### src/rtl/mem_arbiter.sv
// rtl/mem_arbiter.sv - two-port single-memory arbiter, 1-cycle response pipeline
// MEM_ARB_FIXED_PRIO_EN selects fixed port-1 priority instead of round-robin.
module mem_arbiter #(
  parameter int BUSWIDTH  = 32,
  parameter int ADDRWIDTH = 32
) (
  input  logic                 clk,
  input  logic                 rst,
  input  logic                 p0_req_valid,
  input  logic                 p0_req_we,
  input  logic [ADDRWIDTH-1:0] p0_req_addr,
  input  logic [BUSWIDTH-1:0]  p0_req_wdata,
  output logic                 p0_req_ready,
  output logic                 p0_resp_valid,
  output logic [BUSWIDTH-1:0]  p0_resp_rdata,
  input  logic                 p1_req_valid,
  input  logic                 p1_req_we,
  input  logic [ADDRWIDTH-1:0] p1_req_addr,
  input  logic [BUSWIDTH-1:0]  p1_req_wdata,
  output logic                 p1_req_ready,
  output logic                 p1_resp_valid,
  output logic [BUSWIDTH-1:0]  p1_resp_rdata,
  output logic [ADDRWIDTH-1:0] mem_rd_addr,
  output logic [ADDRWIDTH-1:0] mem_wr_addr,
  output logic [BUSWIDTH-1:0]  mem_wr_data,
  output logic                 mem_wren,
  input  logic [BUSWIDTH-1:0]  mem_rd_data,
  output logic                 busy
);

  logic                 grant0, grant1, any_grant;
  logic                 gnt_we;
  logic [ADDRWIDTH-1:0] gnt_addr;
  logic [BUSWIDTH-1:0]  gnt_wdata;
  logic                 resp_owner_vld_q, resp_owner_vld_d;
  logic                 resp_owner_q, resp_owner_d;
  logic                 resp_is_wr_q, resp_is_wr_d;

`ifndef MEM_ARB_FIXED_PRIO_EN
  logic rr_last_q, rr_last_d;
`endif

  always_comb begin
    grant0 = 1'b0;
    grant1 = 1'b0;
    if (!rst) begin
      if (p0_req_valid && p1_req_valid) begin
`ifdef MEM_ARB_FIXED_PRIO_EN
        grant1 = 1'b1;
`else
        // rr_last names the port served most recently; the other one wins
        grant0 = rr_last_q;
        grant1 = !rr_last_q;
`endif
      end else begin
        grant0 = p0_req_valid;
        grant1 = p1_req_valid;
      end
    end
    any_grant = grant0 || grant1;
  end

  always_comb begin
    gnt_we    = grant1 ? p1_req_we    : p0_req_we;
    gnt_addr  = grant1 ? p1_req_addr  : p0_req_addr;
    gnt_wdata = grant1 ? p1_req_wdata : p0_req_wdata;

    p0_req_ready = grant0;
    p1_req_ready = grant1;
    mem_rd_addr  = '0;
    mem_wr_addr  = '0;
    mem_wr_data  = '0;
    mem_wren     = 1'b0;
    if (any_grant) begin
      if (gnt_we) begin
        mem_wr_addr = gnt_addr;
        mem_wr_data = gnt_wdata;
        mem_wren    = 1'b1;
      end else begin
        mem_rd_addr = gnt_addr;
      end
    end

    resp_owner_vld_d = any_grant;
    resp_owner_d     = any_grant ? grant1 : resp_owner_q;
    resp_is_wr_d     = any_grant ? gnt_we : resp_is_wr_q;
`ifndef MEM_ARB_FIXED_PRIO_EN
    rr_last_d        = any_grant ? grant1 : rr_last_q;
`endif
  end

  always_ff @(posedge clk or posedge rst) begin
    if (rst) begin
      resp_owner_vld_q <= 1'b0;
      resp_owner_q     <= 1'b0;
      resp_is_wr_q     <= 1'b0;
`ifndef MEM_ARB_FIXED_PRIO_EN
      rr_last_q        <= 1'b1;
`endif
    end else begin
      resp_owner_vld_q <= resp_owner_vld_d;
      resp_owner_q     <= resp_owner_d;
      resp_is_wr_q     <= resp_is_wr_d;
`ifndef MEM_ARB_FIXED_PRIO_EN
      rr_last_q        <= rr_last_d;
`endif
    end
  end

  // Write acknowledges carry zero data; only the read owner sees mem_rd_data
  always_comb begin
    p0_resp_valid = resp_owner_vld_q && !resp_owner_q;
    p1_resp_valid = resp_owner_vld_q && resp_owner_q;
    p0_resp_rdata = (p0_resp_valid && !resp_is_wr_q) ? mem_rd_data : '0;
    p1_resp_rdata = (p1_resp_valid && !resp_is_wr_q) ? mem_rd_data : '0;
    busy          = resp_owner_vld_q;
  end

endmodule

### config.mk
export PLATFORM = sky130hd
export DESIGN_NAME = mem_arbiter
export DESIGN_NICKNAME = d
export VERILOG_FILES = /design/src/rtl/mem_arbiter.sv
export SDC_FILE = /design/constraint.sdc
export NUM_CORES = 1
export LEC_CHECK = 0
export BUFFER_PORTS_ARGS = -buffer_cell sky130_fd_sc_hd__buf_2
export CAP_MARGIN = 20
export CELL_PAD_IN_SITES_DETAIL_PLACEMENT = 1
export CELL_PAD_IN_SITES_GLOBAL_PLACEMENT = 1
export CORE_ASPECT_RATIO = 0.6
export CORE_MARGIN = 3
export CORE_UTILIZATION = 18
export CTS_CLUSTER_DIAMETER = 100
export DETAILED_ROUTE_END_ITERATION = 8
export PLACE_DENSITY = 0.92
export SKIP_LAST_GASP = 1
export SLEW_MARGIN = 30
export SYNTH_ARGS = -nofsm -noshare
export SYNTH_HDL_FRONTEND = slang
export SYNTH_SLANG_ARGS = --single-unit
### constraint.sdc
create_clock -name clk -period 1.9 [get_ports clk]
set_input_delay 0.285 -clock clk [delete_from_list [all_inputs] [get_ports clk]]
set_output_delay 0.285 -clock clk [all_outputs]
set_load 0.02 [all_outputs]
# Word-level counts from Yosys, hierarchy flattened
# Index checks and enable logic that the tools add are counted.
# totals
regBits,4
latch_bits,0
ramBits,0
mem_bits_ro,0
output_inout_bits,166
wordCells,30
memories,0
# classes
add_sub_neg,0
n_mul,0
n_div,0
order_cmp,0
eq_ne,0
shift,0
n_mux,17
n_bitwise,0
reduce_logical,9
# ops
cell,n
32-bit 2-to-1 mux,10
1-bit 2-to-1 mux,7
1-bit logical AND,5
1-bit logical NOT,3
1-bit logical OR,1

# Longest topological paths before layout
# logic_depth
ltp_word,6
ltp_mapped,6

# Worst setup path after synthesis
# Ideal clock, no wire load.
# synth_timing
path_kind,register to output
start,reg rr_last_q
end,out mem_wr_addr[15]
t_arrival_ps,1664
t_required_ps,1615
slack_ps,-49
stages_incl_launch_ff,6
n_path_buf,2
path_cell_list,dfstp_2 > a21bo_1 > buf_4 > buf_4 > o21ai_0 > a211oi_1
# synth_via
elab_chain_cells,6
elab_cells_between_ends,10
classes_between,mux (8); reduce/logical (2)
# synth_rtl
item,line,text
start: declaration,40,"logic rr_last_q, rr_last_d;"
start signal: assignment,105,rr_last_q <= rr_last_d;
1-bit logical NOT,53,grant1 = !rr_last_q;
1-bit 2-to-1 mux,47,if (p0_req_valid && p1_req_valid) begin
1-bit 2-to-1 mux,46,if (!rst) begin
32-bit 2-to-1 mux or 1-bit 2-to-1 mux (tied branches),"65, 64",
32-bit 2-to-1 mux,75,if (gnt_we) begin
32-bit 2-to-1 mux *,74,if (any_grant) begin
end: declaration,24,"output logic [ADDRWIDTH-1:0] mem_wr_addr,"
# Every way passes the cells marked *; elsewhere a longest branch is shown, timed or not.

# Final worst setup path
# layout_timing
start,reg rr_last_q
end,out mem_rd_addr[19]
# layout_via
elab_chain_cells,6
elab_cells_between_ends,10
classes_between,mux (8); reduce/logical (2)
# layout_rtl
item,line,text
1-bit logical NOT,53,
1-bit 2-to-1 mux,47,
1-bit 2-to-1 mux,46,
32-bit 2-to-1 mux or 1-bit 2-to-1 mux (tied branches),"65, 64",
32-bit 2-to-1 mux,75,
32-bit 2-to-1 mux *,74,
end: declaration,23,"output logic [ADDRWIDTH-1:0] mem_rd_addr,"
# Marked as above.

==> impl_metrics.json <==
{
  "coreArea_mm2": 0.0130,
  "drt-wirelength-per-cell_um": 20.8,
  "io_pins": 332,
  "crit_arrival_ns": 1.91,
  "p_per_area_mw_per_mm2": 366,
  "crit_path_max_incr_delay_ns": 0.54,
  "slowest_stage": "dfstp_2",
  "grt_util_all_layers_pct": 21.1,
  "period_share_pct": 115,
  "ys_seq_area_share_pct": 4.19,
  "drc": 0,
  "finalSetupViolCount": 97,
  "synth_top_cell_area_share_pct": 20.5,
  "skew_ns": 0.00255,
  "drive_above_1_share_pct": 68.5,
  "crit_path_end_kind": "primary output",
  "syn_area_per_cell_um2": 6.58,
  "drtPass1Iterations": 4,
  "portBuffers": 331,
  "cp-start-kind": "flip-flop",
  "grt_max_degree": 62,
  "grt_overflow_total": 0,
  "fp.dieArea_mm2": 0.0149,
  "fill_cells": 1615,
  "fin_crit_ns": 2.19,
  "dp_slack_ns": -0.0733,
  "syn-num-nets": 533,
  "worstSetupPathType": "reg2out",
  "synth_most_common_cell": "a211oi_1",
  "cts-root-buf": "clkbuf_16",
  "violations": "setup timing",
  "hold_slack_ns": 0.161,
  "synth_edf_count": 0,
  "vias_per_cell": 5.07,
  "r2r-start": "rr_last_q",
  "dr_total_vias": 4342,
  "finalHoldViolCount": 0,
  "grt_pass1_wl_mm": 25.1,
  "power_w": 0.00197,
  "leakage_nw": 2.51,
  "ant_nets": 0,
  "ys.flop_type": "dfrtp_1",
  "tightest_slew_ns": 0.393,
  "async_flop_share_pct": 100,
  "clockBufferDepth": 2,
  "yosys_warnings": 0,
  "crit_family": "compound AO/OA/AOI/OAI gates",
  "dp.cells": 832,
  "crit_fanout": 27,
  "r2r_cells": 5,
  "rows": 32,
  "die_x_um": 156,
  "grt_antenna_before_repair": 2,
  "cts.clk_slew.worst_paths_ns": 0.03,
  "crit_chain": "buf_6 > a21bo_4 > buf_12 > o21ai_0 > a211oi_2 > buf_4",
  "dp_hpwl_mm": 12.6,
  "synth.area.top_cells": "a211oi_1, and2_1, a211oi_2, nand3_1, o21ai_0",
  "ys_seq_elements": 4,
  "syn_to_final_growth_pct": 122,
  "synth_commonest_cells": "a211oi_1, and2_1, nand3_1, o21ai_0, a211oi_2",
  "worst_skew_pair.late_latency_ns": 0.22,
  "holdBufCountCts": 0,
  "rrSetupSlack_ns": 0.19,
  "final_cells": 856,
  "clock-sinks": 4,
  "timing.rr.end": "resp_is_wr_q",
  "fin_nets": 852,
  "netlist_area_mm2": 0.00242,
  "initial_core_util_pct": 18.6,
  "grt_pass1_vias": 4497,
  "synth_cell_type_count": 23,
  "fmax_mhz": 456,
  "timing.critical_path.buf_inv": 3,
  "cp.required_ns": 1.62,
  "cts_buffers": 3,
  "hp-class": "in2async",
  "rsz0062_at_grt": "yes",
  "synth.largest_area_cell": "a211oi_1",
  "initialDrtViolationCount": 246,
  "status": "finished, violations left",
  "ir_drop_mv": 0.426,
  "relSlewSlack_pct": 73.5,
  "fin_ws_ns": -0.292,
  "drt-total-wl_mm": 17.8,
  "gp_congestion": 0.848,
  "cts_tree": "built",
  "drv_cap": 0,
  "synthCells": 367,
  "htreeDepth": 1,
  "fp.dieH_um": 95.7,
  "drv_slew": 0
}
sequential cells by signal, summed over array words and instances (netlist names):
signal	count
busy	1
resp_is_wr_q	1
resp_owner_q	1
rr_last_q	1
worst max path at each step:
stage                         start              end  slack [ns]  cells past startpoint
after floorplan           rr_last_q  mem_wr_addr[17]       -0.05                      5
after global placement    rr_last_q  mem_rd_addr[29]      -0.005                      5
after detailed placement  rr_last_q  mem_wr_data[19]       -0.07                      5
after CTS                 rr_last_q   mem_wr_addr[4]       -0.26                      6
after global routing      rr_last_q  mem_wr_addr[22]       -0.35                      6
final                     rr_last_q  mem_rd_addr[19]       -0.29                      6
layout make-up:
| cell class | count | area [µm²] | share of cell area [%] |
|---|---|---|---|
| repair buffers | 369 | 2560 | 47.7 |
| multi-input cells | 305 | 2400 | 44.7 |
| well taps | 170 | 213 | 3.96 |
| flip-flops and latches | 4 | 101 | 1.89 |
| clock buffers | 4 | 78.8 | 1.47 |
| inverters | 3 | 11.3 | 0.210 |
| diodes | 1 | 2.50 | 0.0466 |
what timing repair did:
item / in CTS / in global routing
setup buffers: 8 / 2
pin swaps: 28 / 17
gates cloned: 9 / 2
resized for setup: 122 / 27
endpoints found under the setup margin: 96 / 105
layer usage:
layer  up-vias  part of all wire [%]  global-route usage (%)
li1       2030                     -                       -
met1      2076                    41                    25.6
met2       206                    50                    38.8
met3        28                   6.2                    4.18
met4         2                   2.3                    4.95
met5         -                 0.062                       0
placed cells by master, fill, tap and decap left out, types with 4 or more instances in the layout:
master	Yosys	final
o21ai_2	0	6
a211oi_2	30	76
nand3_1	64	61
and2_1	65	65
a211oi_4	0	4
buf_12	0	16
a211oi_1	66	16
o21ai_1	5	27
buf_6	3	7
buf_4	5	84
clkbuf_16	0	5
o21ai_0	60	31
buf_2	21	252
buf_16	0	8
per-stage QoR:
step | util (%) | area (µm²) | setup TNS (ns)
floorplan | - | 2630 | -0.242
global placement | 35.0 | 4550 | -0.00490
detailed placement | 35.0 | 4550 | -0.387
CTS | 40.7 | 5280 | -20.16
global route | 41.4 | 5370 | -27.37
finish | 41.4 | 5370 | -20.45
power by group:
part	internal [W]	switching, W	total [W]
Combinational	0.000660	0.000861	0.00152
Clock	0.000277	0.0000608	0.000338
Sequential	0.0000980	0.00000896	0.000107
cells by family (layout without fill, tap and decap cells):
| kind of cell | count (synthesis) | after routing | synth area share, % |
|---|---|---|---|
| AOI/OAI and AO/OA | 168 | 168 | 52.2 |
| and+or+nand+nor | 137 | 137 | 31.8 |
| buffers and inverters | 58 | 376 | 11.8 |
| DFF | 4 | 4 | 4.19 |
| other | 0 | 1 | 0 |
worst reg2reg max path: cells and delay by family, from the launching register on:
family / cells / cell delay [ns]
compound gates: 2 / 0.65
buf+inv: 2 / 0.34
simple gates: 1 / 0.07
flops: 1 / 0.54
(Power assumes the default switching activity.)
